### src/rtl/deser32x5.sv
// Bit-to-word deserializer: accepted bits are steered through a 5-bit-addressed
// 1-to-32 demux into a 32-bit accumulator and emitted as a registered word.
module deser32x5 (
    input  logic        clk,
    input  logic        rst,
    input  logic        bit_in,
    input  logic        bit_valid,
    output logic        bit_ready,
    input  logic [4:0]  sel,
    input  logic        auto_inc,
    input  logic        flush,
    output logic [31:0] word_out,
    output logic        word_valid,
    input  logic        word_ready,
    output logic [31:0] wr_mask,
    output logic        dbg_state,
    output logic [4:0]  dbg_ptr
);

    // Handshakes: a transfer happens on a rising edge where valid && ready are
    // both high; ready never depends combinationally on the partner's valid.
    typedef enum logic {
        COLLECT = 1'b0,
        HOLD    = 1'b1
    } state_t;

    state_t      state_q, state_d;
    logic [31:0] acc_q, acc_d;
    logic [31:0] wr_mask_q, wr_mask_d;
    logic [4:0]  ptr_q, ptr_d;
    logic [31:0] word_out_q, word_out_d;
    logic        word_valid_q, word_valid_d;

    logic        accept;
    logic [4:0]  pos;
    logic [31:0] demux;
    logic [31:0] acc_nxt;
    logic [31:0] mask_nxt;
    logic        complete;

    assign bit_ready = (state_q == COLLECT) && !rst;
    assign accept    = bit_valid && bit_ready;
    assign pos       = auto_inc ? ptr_q : sel;

    // One-hot write strobe: the 1-to-32 demux, gated by the accept event.
    assign demux    = accept ? (32'd1 << pos) : 32'd0;
    assign acc_nxt  = (acc_q & ~demux) | ({32{bit_in}} & demux);
    assign mask_nxt = wr_mask_q | demux;

    assign complete = (state_q == COLLECT) &&
                      ((mask_nxt == 32'hFFFF_FFFF) || (flush && (mask_nxt != 32'd0)));

    always_comb begin
        state_d      = state_q;
        acc_d        = acc_q;
        wr_mask_d    = wr_mask_q;
        ptr_d        = ptr_q;
        word_out_d   = word_out_q;
        word_valid_d = word_valid_q;

        case (state_q)
            COLLECT: begin
                if (complete) begin
                    word_out_d   = acc_nxt;
                    word_valid_d = 1'b1;
                    acc_d        = 32'd0;
                    wr_mask_d    = 32'd0;
                    ptr_d        = 5'd0;
                    state_d      = HOLD;
                end else begin
                    acc_d     = acc_nxt;
                    wr_mask_d = mask_nxt;
                    if (accept && auto_inc) begin
                        ptr_d = ptr_q + 5'd1;
                    end
                end
            end
            HOLD: begin
                if (word_valid_q && word_ready) begin
                    word_valid_d = 1'b0;
                    state_d      = COLLECT;
                end
            end
            default: begin
                state_d = COLLECT;
            end
        endcase
    end

    always_ff @(posedge clk) begin
        if (rst) begin
            state_q      <= COLLECT;
            acc_q        <= 32'd0;
            wr_mask_q    <= 32'd0;
            ptr_q        <= 5'd0;
            word_out_q   <= 32'd0;
            word_valid_q <= 1'b0;
        end else begin
            state_q      <= state_d;
            acc_q        <= acc_d;
            wr_mask_q    <= wr_mask_d;
            ptr_q        <= ptr_d;
            word_out_q   <= word_out_d;
            word_valid_q <= word_valid_d;
        end
    end

    assign word_out   = word_out_q;
    assign word_valid = word_valid_q;
    assign wr_mask    = wr_mask_q;
    assign dbg_state  = state_q;
    assign dbg_ptr    = ptr_q;

endmodule

### config.mk
export PLATFORM = sky130hd
export DESIGN_NAME = deser32x5
export DESIGN_NICKNAME = d
export VERILOG_FILES = /design/src/rtl/deser32x5.sv
export SDC_FILE = /design/constraint.sdc
export NUM_CORES = 1
export LEC_CHECK = 0
export ABC_AREA = 0
export BUFFER_PORTS_ARGS = -buffer_cell sky130_fd_sc_hd__clkbuf_2
export CELL_PAD_IN_SITES_DETAIL_PLACEMENT = 1
export CELL_PAD_IN_SITES_GLOBAL_PLACEMENT = 1
export CORE_ASPECT_RATIO = 0.9
export CORE_MARGIN = 1.5
export CORE_UTILIZATION = 24
export CTS_CLUSTER_SIZE = 16
export DETAILED_ROUTE_END_ITERATION = 10
export PLACE_DENSITY_LB_ADDON = 0.1
export SYNTH_ARGS = -nofsm -noshare
export SYNTH_HDL_FRONTEND = slang
export SYNTH_SLANG_ARGS = --single-unit
### constraint.sdc
create_clock -name clk -period 3.7 [get_ports clk]
set_clock_uncertainty 0.15 [all_clocks]
set_input_delay 0.185 -clock clk [delete_from_list [all_inputs] [get_ports clk]]
set_output_delay 0.185 -clock clk [all_outputs]
set_load 0.03 [all_outputs]
* Yosys cells after proc, flatten, opt, wreduce, memory -nomap -nowiden
Index checks and enable logic that the tools add are counted.
Cells by class: bitwise gates (word level) 6, reduce and logical (&&, ||, !) cells 13, equal/unequal tests 3, add/sub/neg operators 1, multiplexer cells 12, shift operators 1
Operator list (count):
- 32-bit two-way mux | 3
- 32-bit bitwise AND | 2
- 32-bit OR | 2
- 32-bit equality test, second input constant | 1
- 32-bit inverter | 1
- 32-bit nonzero test | 1
- 1-bit by 5-bit left shift with 32-bit output, first input constant | 1
- 5-bit two-way mux | 3
- 1-bit logical AND | 6
- 2-bit AND reduction | 3
- 5-bit by 1-bit adder with 5-bit output, second input constant | 1
- 1-bit two-way mux | 4
- 1-bit one-hot mux with 2 select lines | 2
- 2-bit by 1-bit inequality test with 1-bit output, second input constant | 1
- 2-bit inequality test, second input constant | 1
- 2-bit nonzero test | 1
- 1-bit zero test | 1
- 1-bit logical OR | 1
- 1-bit inverter | 1
Storage, ports and cells: logic and storage cells 42, input port bits 12, flip-flop bits (word level) 103, output and inout port bits 72

* Logic depth before layout (Yosys ltp)
Gate-level depths: netlist of run 1.
depth after elaboration 11, mapped depth 14, depth with buffers taken out 8

* Worst setup path after synthesis of run 1
No wires, ideal clock.
path kind flip-flop to flip-flop, from reg state_q, in the netlist dbg_state, to reg word_out_q[22], in the netlist word_out[22], cell stages (with the launch flop) 12, data arrival time 2.940 ns, setup time 0.134 ns, data required time 3.416 ns, path slack 0.476 ns, clock period less this slack 3.224 ns, buffers on the path 3, path through dfxtp_1 buf_2 or3b_1 buf_4 a211oi_4 a21oi_1 nor4_1 nand4_1 or4_4 nand2_4 buf_6 a211oi_1
On the way: cells in the longest elaborated chain, start to end 10, elaborated cells between the ends (all ways) 15, those cells by class 1 x eq/ne; 1 x mux; 6 x bitwise; 7 x reduce/logical
RTL lines:
- start, declared | line 27 | state_t state_q, state_d;
- start signal, assigned | line 99 | state_q <= state_d;
- 1-bit inverter *
- 1-bit logical AND | line 41 | assign bit_ready = (state_q == COLLECT) && !rst;
- 1-bit logical AND | line 42 | assign accept = bit_valid && bit_ready;
- 32-bit two-way mux | line 46 | assign demux = accept ? (32'd1 << pos) : 32'd0;
- 32-bit OR | line 48 | assign mask_nxt = wr_mask_q | demux;
- 32-bit nonzero test | line 51 | ((mask_nxt == 32'hFFFF_FFFF) || (flush && (mask_nxt != 32'd0)));
- 1-bit logical AND | line 51
- 1-bit logical OR | line 51
- 1-bit logical AND | line 50 | assign complete = (state_q == COLLECT) &&
- 2-bit AND reduction (no source line)
- end signal, assigned | line 103 | word_out_q <= word_out_d;
- end, declared | line 31 | logic [31:0] word_out_q, word_out_d;
Every way passes the cells marked *; elsewhere a longest branch is shown, timed or not. A chain may end at the register's enable or synchronous reset.

* Worst setup path after layout of run 1
from reg state_q, in the netlist dbg_state, to reg word_out_q[1], in the netlist word_out[1]
The elaborated chain is that of the path after synthesis.

==> run summary, run 1 <==
outcome: finished clean
Yosys top cell area share: 0.446
multiplexer share of the synthesized area: 0.0703
# diodes: 0
Pint: 1.89 mW
post-synthesis simple-gate area fraction: 0.222
Layout Nets: 636
global-route wire length before repair: 26800 um
number of global-route vias before repair: 4443
Worst EP required: 3.77 ns
Post-Layout Cell Count: 873
post-synthesis async set-or-reset flop share: 0
initial drt markers: 192
Max-cap violations: 0
FP Rows: 47
crit start category: flop
cts bufs inserted: 9
core area: 0.0186 mm2
Synth Area in XOR/XNOR: 0.0133
placed cells: 856
cell area after layout: 0.00581 mm2
crit path max fanout: 21
Via density: 5.06
Routed WL: 17200 um
min Tclk post-route: 3.52 ns
TritonRoute pass-1 iters: 4
Setup TNS: 0 ns
Tightest Pin Transition: 0.879 ns
H-tree depth: 3
Syn Nets: 544
Gate Count Post-Synth: 531
Net Switching: 0.853 mW
root buffer cell: clkbuf_16
critical path class: reg -> reg
synthesis-to-layout area growth: 25.6%
GRT overflow: 0
min-delay src: word_ready
Clk network pwr share: 0.367
Worst Hold Path EP: dbg_state
CTS tree: yes
Avg WL per Cell: 19.7 um
Hold Buf Count CTS: 0
peak supply drop: 0.229 mV
#FFs+latches synth: 103
Reg2Reg Setup Slack: 0.18 ns
post-synthesis sequential area ratio: 0.446
complex-gate fraction of the synthesized area: 0.185
Synth Area in Adders: 0.00270
Post-Place Worst Slack: -0.0535 ns
insertion delay to the later sink of the worst-skew pair: 0.35 ns
via count: 4418
Final ANT Viol Nets: 0
Peak Freq: 0.284 GHz
IO Pins: 84
die area: 0.0201 mm2
Hold Path Depth: 4
ys flop type: dfxtp_1
Comb power frac: 0.197
largest cells by area after synthesis: dfxtp_1 (45%), mux2i_1 (6.5%), a211oi_1 (5.4%), nand2_1 (4.9%), nor3_1 (3.7%)
RR Startpoint: dbg_state
Reg2Reg Depth: 12
Hold WS: 0.0291 ns
Sink Count: 103
final setup margin: 0.183 ns
Mapped Area: 0.00463 mm2
PwrDens: 472 mW/mm2
Starting Density: 0.248
Mapped Avg Cell Area: 8.71 um2
CP endpoint kind: flop
die height: 135 um
largest family of logic cells by synthesized area: simple AND/OR/NAND/NOR gates
Worst Hold Class: in -> reg
largest net degree at the start of global routing: 41
Pwr Total: 2.74 mW
All-Layer GR Usage: 0.176
final-report hold violation count: 0
Sw Ratio: 0.311
GPL Wtd Cong: 0.866
fin util: 0.312
# setup viols final: 0
dpl hpwl: 12500 um
share of cells above drive strength 1: 0.255
Crit Reg-Reg Endpoint: word_out[1]
count leader, synth: dfxtp_1
post-synthesis cell type count: 57
Slew headroom: 0.410
CTS clock-pin slew for the worst setup and hold paths: 0.07 ns
die width: 149 um
RSZ-0062 raised after global routing: no
Post-synth top cells: dfxtp_1 (103), nand2_1 (60), nor2_1 (42)
crit share post-route: 0.951
count of input and output buffers: 83
crit path DAT: 3.58 ns
Synthesis Warnings: 0
Post-synth EDFFs: 0
Slew Viols, Final: 0
initial antenna violation count: 0
placed cell area: 0.00547 mm2
CTS Buffer Depth: 2
sequential share of power: 0.436
Static Leak: 2.33 nW
# DRC: 0
area leader, netlist: dfxtp_1
-- worst max path at each step --
stage	from	endpoint	slack, ns	cells after the start
floorplan	dbg_state	word_out[22]	0.48	11
global placement	auto_inc	word_out[3]	-0.05	11
detailed placement	auto_inc	word_out[14]	-0.05	11
CTS	dbg_state	word_out[12]	0.08	9
global route	dbg_state	word_out[4]	0.04	12
finish	dbg_state	word_out[1]	0.18	12
-- metal layers --
layer  GRT usage  wire length, um
met3      0.0375              837
met5           0                0
met4      0.0429              197
met2       0.265             7460
met1       0.255             8680
-- worst max-delay path: stages, from the launching register on --
cell	delay, ns
dfxtp_1	0.31
or3b_1	0.50
buf_4	0.21
a211oi_4	0.30
buf_4	0.22
a21oi_1	0.09
nor4_1	0.40
nand4_1	0.14
buf_4	0.17
or4_4	0.53
nand2_4	0.11
buf_12	0.16
a211oi_1	0.08
-- sequential cells by signal (all words and copies together), names as in the netlist --
register,flops
word_out,32
acc_q,32
dbg_state,1
word_valid,1
wr_mask,32
dbg_ptr,5
-- power by group through the flow --
| stage | registers, mW | clock network (mW) | logic (mW) |
|---|---|---|---|
| 3_5_place_dp | 1.22 | 0 | 0.544 |
| 4_1_cts | 1.20 | 1.05 | 0.546 |
| 5_1_grt | 1.20 | 1.08 | 0.585 |
| 2_1_floorplan | 1.32 | 0 | 0.253 |
| 3_3_place_gp | 1.22 | 0 | 0.538 |
| 6_report | 1.20 | 1.01 | 0.540 |
-- logic make-up (layout without fill, tap and decap cells) --
logic type,Yosys count,count (layout)
simple gates,208,208
compound gates,128,128
flops,103,103
xor+xnor,7,7
fa+ha+maj,1,1
mux,32,32
buf+inv,52,149
-- layout by cell type, fill, tap and decap left out, types with 4 or more instances in the layout --
cell / netlist / routed
inv_1: 5 / 5
nor3_1: 34 / 34
o21ai_1: 7 / 7
nand3b_1: 4 / 4
mux2i_1: 30 / 30
nand2_1: 60 / 60
nor4_1: 11 / 11
nand4_1: 7 / 7
o21a_1: 5 / 5
buf_12: 0 / 4
xor2_1: 4 / 4
a31oi_1: 23 / 22
o21ai_0: 26 / 26
and2_1: 4 / 4
nand3_1: 23 / 23
dfxtp_1: 103 / 103
a211oi_1: 33 / 32
a21oi_1: 15 / 15
clkbuf_16: 0 / 9
nor2_1: 42 / 42
buf_4: 8 / 39
nand2b_1: 4 / 4
clkbuf_2: 0 / 83
o32ai_1: 5 / 5
-- what timing repair did --
action,CTS,global route
gates resized for setup,0,3
setup buffers,0,1
endpoints found under the setup margin,0,90
-- layout make-up --
type | count | area, um2
multi-input cells | 376 | 2310
flip-flops and latches | 103 | 2060
inverters | 6 | 22.5
well taps | 245 | 307
repair buffers | 127 | 800
clock inverters | 6 | 75.1
clock buffers | 10 | 239
fillers | 2195 | 12800
No activity file was read; power rests on OpenSTA's default activity.
==> run 2: changes to the inputs <==
clock period = 3.65 ns   (was 3.7 ns; I/O delays follow)
==> run summary, run 2 (same netlist as run 1, synthesis figures left out) <==
Sink Count: 103 (unchanged)
Reg2Reg Setup Slack: 0.14 ns (-0.04 ns)
initial drt markers: 211 (+9.9%)
min Tclk post-route: 3.51 ns (-0.00696 ns)
GRT overflow: 0 (unchanged)
highest-count cells in the layout ignoring fill and taps: dfxtp_1 (103), clkbuf_2 (83), nand2_1 (60)
RSZ-0062 raised after global routing: no
crit share post-route: 0.962 (+0.0111)
Layout Nets: 640 (+0.63%)
root buffer cell: clkbuf_16
GPL Wtd Cong: 0.835 (-3.6%)
insertion delay to the later sink of the worst-skew pair: 0.35 ns (about the same)
CTS clock-pin slew for the worst setup and hold paths: 0.07 ns (about the same)
Worst Hold Class: in -> reg
initial antenna violation count: 0 (unchanged)
critical path class: reg -> reg
met2 wire len: 7570 um (+1.4%)
TritonRoute pass-1 iters: 4 (unchanged)
peak supply drop: 0.233 mV (+1.8%)
Static Leak: 2.35 nW (+1.1%)
cts bufs inserted: 9 (unchanged)
Max-cap violations: 0 (unchanged)
number of global-route vias before repair: 4467 (+0.54%)
crit start category: flop
Avg WL per Cell: 19.4 um (-1.5%)
most common cell after layout, fill and taps aside: dfxtp_1
Routed WL: 17000 um (-1.2%)
Peak Freq: 0.285 GHz (+0.20%)
CTS Buffer Depth: 2 (unchanged)
Slew Viols, Final: 0 (unchanged)
global-route wire length before repair: 26700 um (-0.41%)
# diodes: 0 (unchanged)
DR top layer: met4
die width: 149 um (unchanged)
CP endpoint kind: flop
DR WL met3: 736 um (-12%)
# setup viols final: 0 (unchanged)
PwrDens: 479 mW/mm2 (+1.4%)
die area: 0.0201 mm2 (unchanged)
die height: 135 um (unchanged)
synthesis-to-layout area growth: 26.4%
# DRC: 0 (unchanged)
Hold Buf Count CTS: 0 (unchanged)
share of cells above drive strength 1: 0.258 (+0.00354)
Via density: 5.00 (-1.2%)
crit path DAT: 3.58 ns (about the same)
Tightest Pin Transition: 0.691 ns (-0.188 ns)
FP Rows: 47 (unchanged)
dpl hpwl: 12400 um (-0.98%)
via count: 4381 (-0.84%)
largest net degree at the start of global routing: 41 (unchanged)
fill count: 2196 (+0.046%)
H-tree depth: 3 (unchanged)
count of input and output buffers: 83 (unchanged)
Worst EP required: 3.72 ns (-0.05 ns)
Setup TNS: 0 ns (unchanged)
fin util: 0.314 (+0.00208)
core area: 0.0186 mm2 (unchanged)
final-report hold violation count: 0 (unchanged)
outcome: finished clean
Starting Density: 0.248 (unchanged)
Final ANT Viol Nets: 0 (unchanged)
Metal-1 WL: 8500 um (-2.1%)
IO Pins: 84 (unchanged)
crit path max fanout: 21 (unchanged)
All-Layer GR Usage: 0.175 (-0.00184)
Slew headroom: 0.536 (+0.126)
CTS tree: yes
## run 2: per-layer routing
metal	vias up	track usage
met1	2164	0.247
met4	0	0.0407
met2	89	0.269
met5	-	0
met3	9	0.0375
li1	2119	-
## run 2: repair_timing
action / in CTS / in global routing
gates resized for setup: 0 / 5
setup endpoints to repair: 0 / 36
setup buffers: 0 / 1
## run 2: power breakdown
part | internal [mW] | switching [mW] | leakage, nW
combinational | 0.179 | 0.372 | 1.36
sequential | 1.18 | 0.0339 | 0.834
clock | 0.597 | 0.441 | 0.155
total | 1.96 | 0.847 | 2.35
## run 2: worst max-delay path, stage by stage, from the launching register on
cell and delay (ns):
dfxtp_1 0.31, or3b_1 0.57, a211oi_4 0.27, buf_4 0.23, a21oi_1 0.10, nor4_1 0.42
nand4_1 0.32, or4_4 0.63, nand2_4 0.11, buf_12 0.17, a211oi_1 0.09
## run 2: layout make-up
type | instances | area, um2 | share of cell area
Tap cell | 245 | 307 | 0.0524
Multi-Input combinational cell | 376 | 2320 | 0.397
Clock buffer | 9 | 225 | 0.0385
Inverter | 6 | 22.5 | 0.00385
Sequential cell | 103 | 2060 | 0.353
Clock inverter | 6 | 83.8 | 0.0143
Timing Repair Buffer | 131 | 830 | 0.142
## run 2: final timing paths
path                                  from           end  depth (start not counted)
worst max-delay path             dbg_state  word_out[16]                         10
worst min register to register   acc_q[27]     acc_q[27]                          2
worst max register to register   dbg_state  word_out[16]                         10
worst min-delay path            word_ready     dbg_state                          4
## run 2: stage by stage
step           power (mW)  cell area (um2)  hold slack, ns  setup slack [ns]  instances
2_1_floorplan        1.60             4630           0.244             0.426        531
3_3_place_gp         1.78             5500           0.282            0.0762        860
3_5_place_dp         1.79             5500           0.293            0.0242        860
4_1_cts              2.84             5810          0.0270          0.000419        875
5_1_grt              2.93             5850          0.0649            0.0152        876
6_report             2.80             5850          0.0421             0.140        876
==> run 3: changes to the inputs <==
BUFFER_PORTS_ARGS = unset   (was -buffer_cell sky130_fd_sc_hd__clkbuf_2)
DONT_BUFFER_PORTS = 1   (was unset)
clock period = 3.9 ns   (was 3.65 ns; I/O delays follow)
==> run summary, run 3 (same netlist as run 1, synthesis figures left out) <==
crit path DAT: 3.72 ns (+0.14 ns)
CTS tree: yes
number of global-route vias before repair: 4133 (-7.5%)
Sw Ratio: 0.322 (+0.0200)
global-route wire length before repair: 26000 um (-2.4%)
Hold WS: 0.0346 ns (-0.00756 ns)
via count: 4032 (-8.0%)
Crit Reg-Reg Endpoint: word_out[24]
highest-count cells in the layout ignoring fill and taps: dfxtp_1 (103), nand2_1 (60), nor2_1 (42)
Post-Place Worst Slack: 0.295 ns (+0.271 ns)
All-Layer GR Usage: 0.174 (-0.000533)
Tightest Pin Transition: 1.04 ns (+0.349 ns)
Pwr Total: 2.46 mW (-12%)
Clk network pwr share: 0.358 (-0.012)
CP max stage cell: or4_4
H-tree depth: 3 (unchanged)
GRT overflow: 0 (unchanged)
IO Pins: 84 (unchanged)
Slew headroom: 0.305 (-0.232)
Post-Layout Cell Count: 782 (-11%)
Setup TNS: 0 ns (unchanged)
die area: 0.0201 mm2 (unchanged)
Sink Count: 103 (unchanged)
Layout Nets: 545 (-15%)
# diodes: 0 (unchanged)
Worst EP required: 3.97 ns (+0.25 ns)
postcts setup bufs: 0 (unchanged)
Hold Buf Count CTS: 4 (+4)
Crit path depth: 8 (-2)
Pint: 1.66 mW (-15%)
sequential share of power: 0.505 (+0.072)
Slew Viols, Final: 0 (unchanged)
Final ANT Viol Nets: 0 (unchanged)
count of input and output buffers: 0 (-100%)
Max stage delay on crit path: 0.61 ns (-0.02 ns)
TritonRoute pass-1 iters: 4 (unchanged)
final-report hold violation count: 0 (unchanged)
cell family with most CP delay: simple AND/OR/NAND/NOR gates
critical path class: reg -> reg
Worst Hold Class: in -> reg
crit share post-route: 0.936 (-0.0256)
Via density: 5.16 (+3.1%)
FP Rows: 47 (unchanged)
Comb power frac: 0.137 (-0.060)
Max-cap violations: 0 (unchanged)
cts bufs inserted: 9 (unchanged)
CP endpoint: word_out[24]
Starting Density: 0.248 (unchanged)
share of cells above drive strength 1: 0.119 (-0.139)
Net Switching: 0.791 mW (-6.5%)
core area: 0.0186 mm2 (unchanged)
outcome: finished clean
Worst Path Buf+Inv: 0 (-2)
Avg WL per Cell: 21.8 um (+13%)
CP endpoint kind: flop
min Tclk post-route: 3.65 ns (+0.141 ns)
CTS clock-pin slew for the worst setup and hold paths: 0.08 ns (about the same)
Routed WL: 17100 um (+0.51%)
Peak Freq: 0.274 GHz (-3.8%)
die height: 135 um (unchanged)
most common cell after layout, fill and taps aside: dfxtp_1
insertion delay to the later sink of the worst-skew pair: 0.36 ns (about the same)
crit start category: flop
dpl hpwl: 12100 um (-2.7%)
die width: 149 um (unchanged)
GPL Wtd Cong: 0.807 (-3.3%)
Reg2Reg Setup Slack: 0.25 ns (+0.11 ns)
synthesis-to-layout area growth: 14.4%
# DRC: 0 (unchanged)
crit path max fanout: 32 (+52%)
root buffer cell: clkbuf_16
initial drt markers: 206 (-2.4%)
Static Leak: 1.90 nW (-19%)
crit path from: dbg_state
# setup viols final: 0 (unchanged)
final setup margin: 0.249 ns (+0.109 ns)
crit-path cells: or3b_1, nor2_2, a31oi_1, nor4_1, nand4_1, or4_4, nand2_4, a211oi_1
largest net degree at the start of global routing: 37 (-9.8%)
peak supply drop: 0.196 mV (-16%)
Reg2Reg Depth: 8 (-2)
RR Startpoint: dbg_state
placed cells: 762 (-11%)
PwrDens: 464 mW/mm2 (-3.1%)
RSZ-0062 raised after global routing: no
CTS resizes: 0 (unchanged)
initial antenna violation count: 0 (unchanged)
CTS Buffer Depth: 2 (unchanged)
[run 3: cell type report]
class                      count  area [um2]
fill                        2154       13300
multi-input combinational    376        2290
sequential                   103        2060
inverter                       6        22.5
timing repair buffer          36         328
tap                          245         307
clock inverter                 6        51.3
clock buffer                  10         229
[run 3: worst reg2reg max path: cells and delay by family, from the launching register on]
| family | cells | cell delay [ns] |
|---|---|---|
| and+or+nand+nor | 6 | 2.64 |
| AOI/OAI and AO/OA | 2 | 0.43 |
| DFF | 1 | 0.31 |
[run 3: per-stage QoR]
| step | cell area, um2 | utilization |
|---|---|---|
| 3_5_place_dp | 4960 | 0.266 |
| 2_1_floorplan | 4630 | - |
| 6_report | 5290 | 0.284 |
| 4_1_cts | 5290 | 0.284 |
| 3_3_place_gp | 4960 | 0.266 |
| 5_1_grt | 5290 | 0.284 |
[run 3: worst min path at each step]
stage / slack (ns) / from / depth (start not counted) / end
floorplan: 0.26 / word_ready / 3 / dbg_state
global placement: 0.12 / rst / 1 / word_out[15]
detailed placement: 0.13 / rst / 1 / word_out[1]
CTS: 0.01 / bit_in / 2 / acc_q[3]
global route: 0.06 / bit_in / 2 / acc_q[19]
finish: 0.03 / bit_in / 2 / acc_q[19]
[run 3: power groups by stage]
stage / Sequential, mW / Clock [mW] / Combinational (mW)
after CTS: 1.24 / 0.913 / 0.341
after global routing: 1.25 / 0.957 / 0.368
after floorplan: 1.25 / 0 / 0.240
final: 1.24 / 0.880 / 0.336
after global placement: 1.27 / 0 / 0.316
after detailed placement: 1.27 / 0 / 0.324
[run 3: layer usage]
metal / up-vias / track usage / wire (um)
met5: - / 0 / 0
met4: 0 / 0.0429 / 189
met3: 11 / 0.0463 / 1040
met2: 96 / 0.266 / 7340
met1: 1999 / 0.242 / 8490
li1: 1926 / - / -
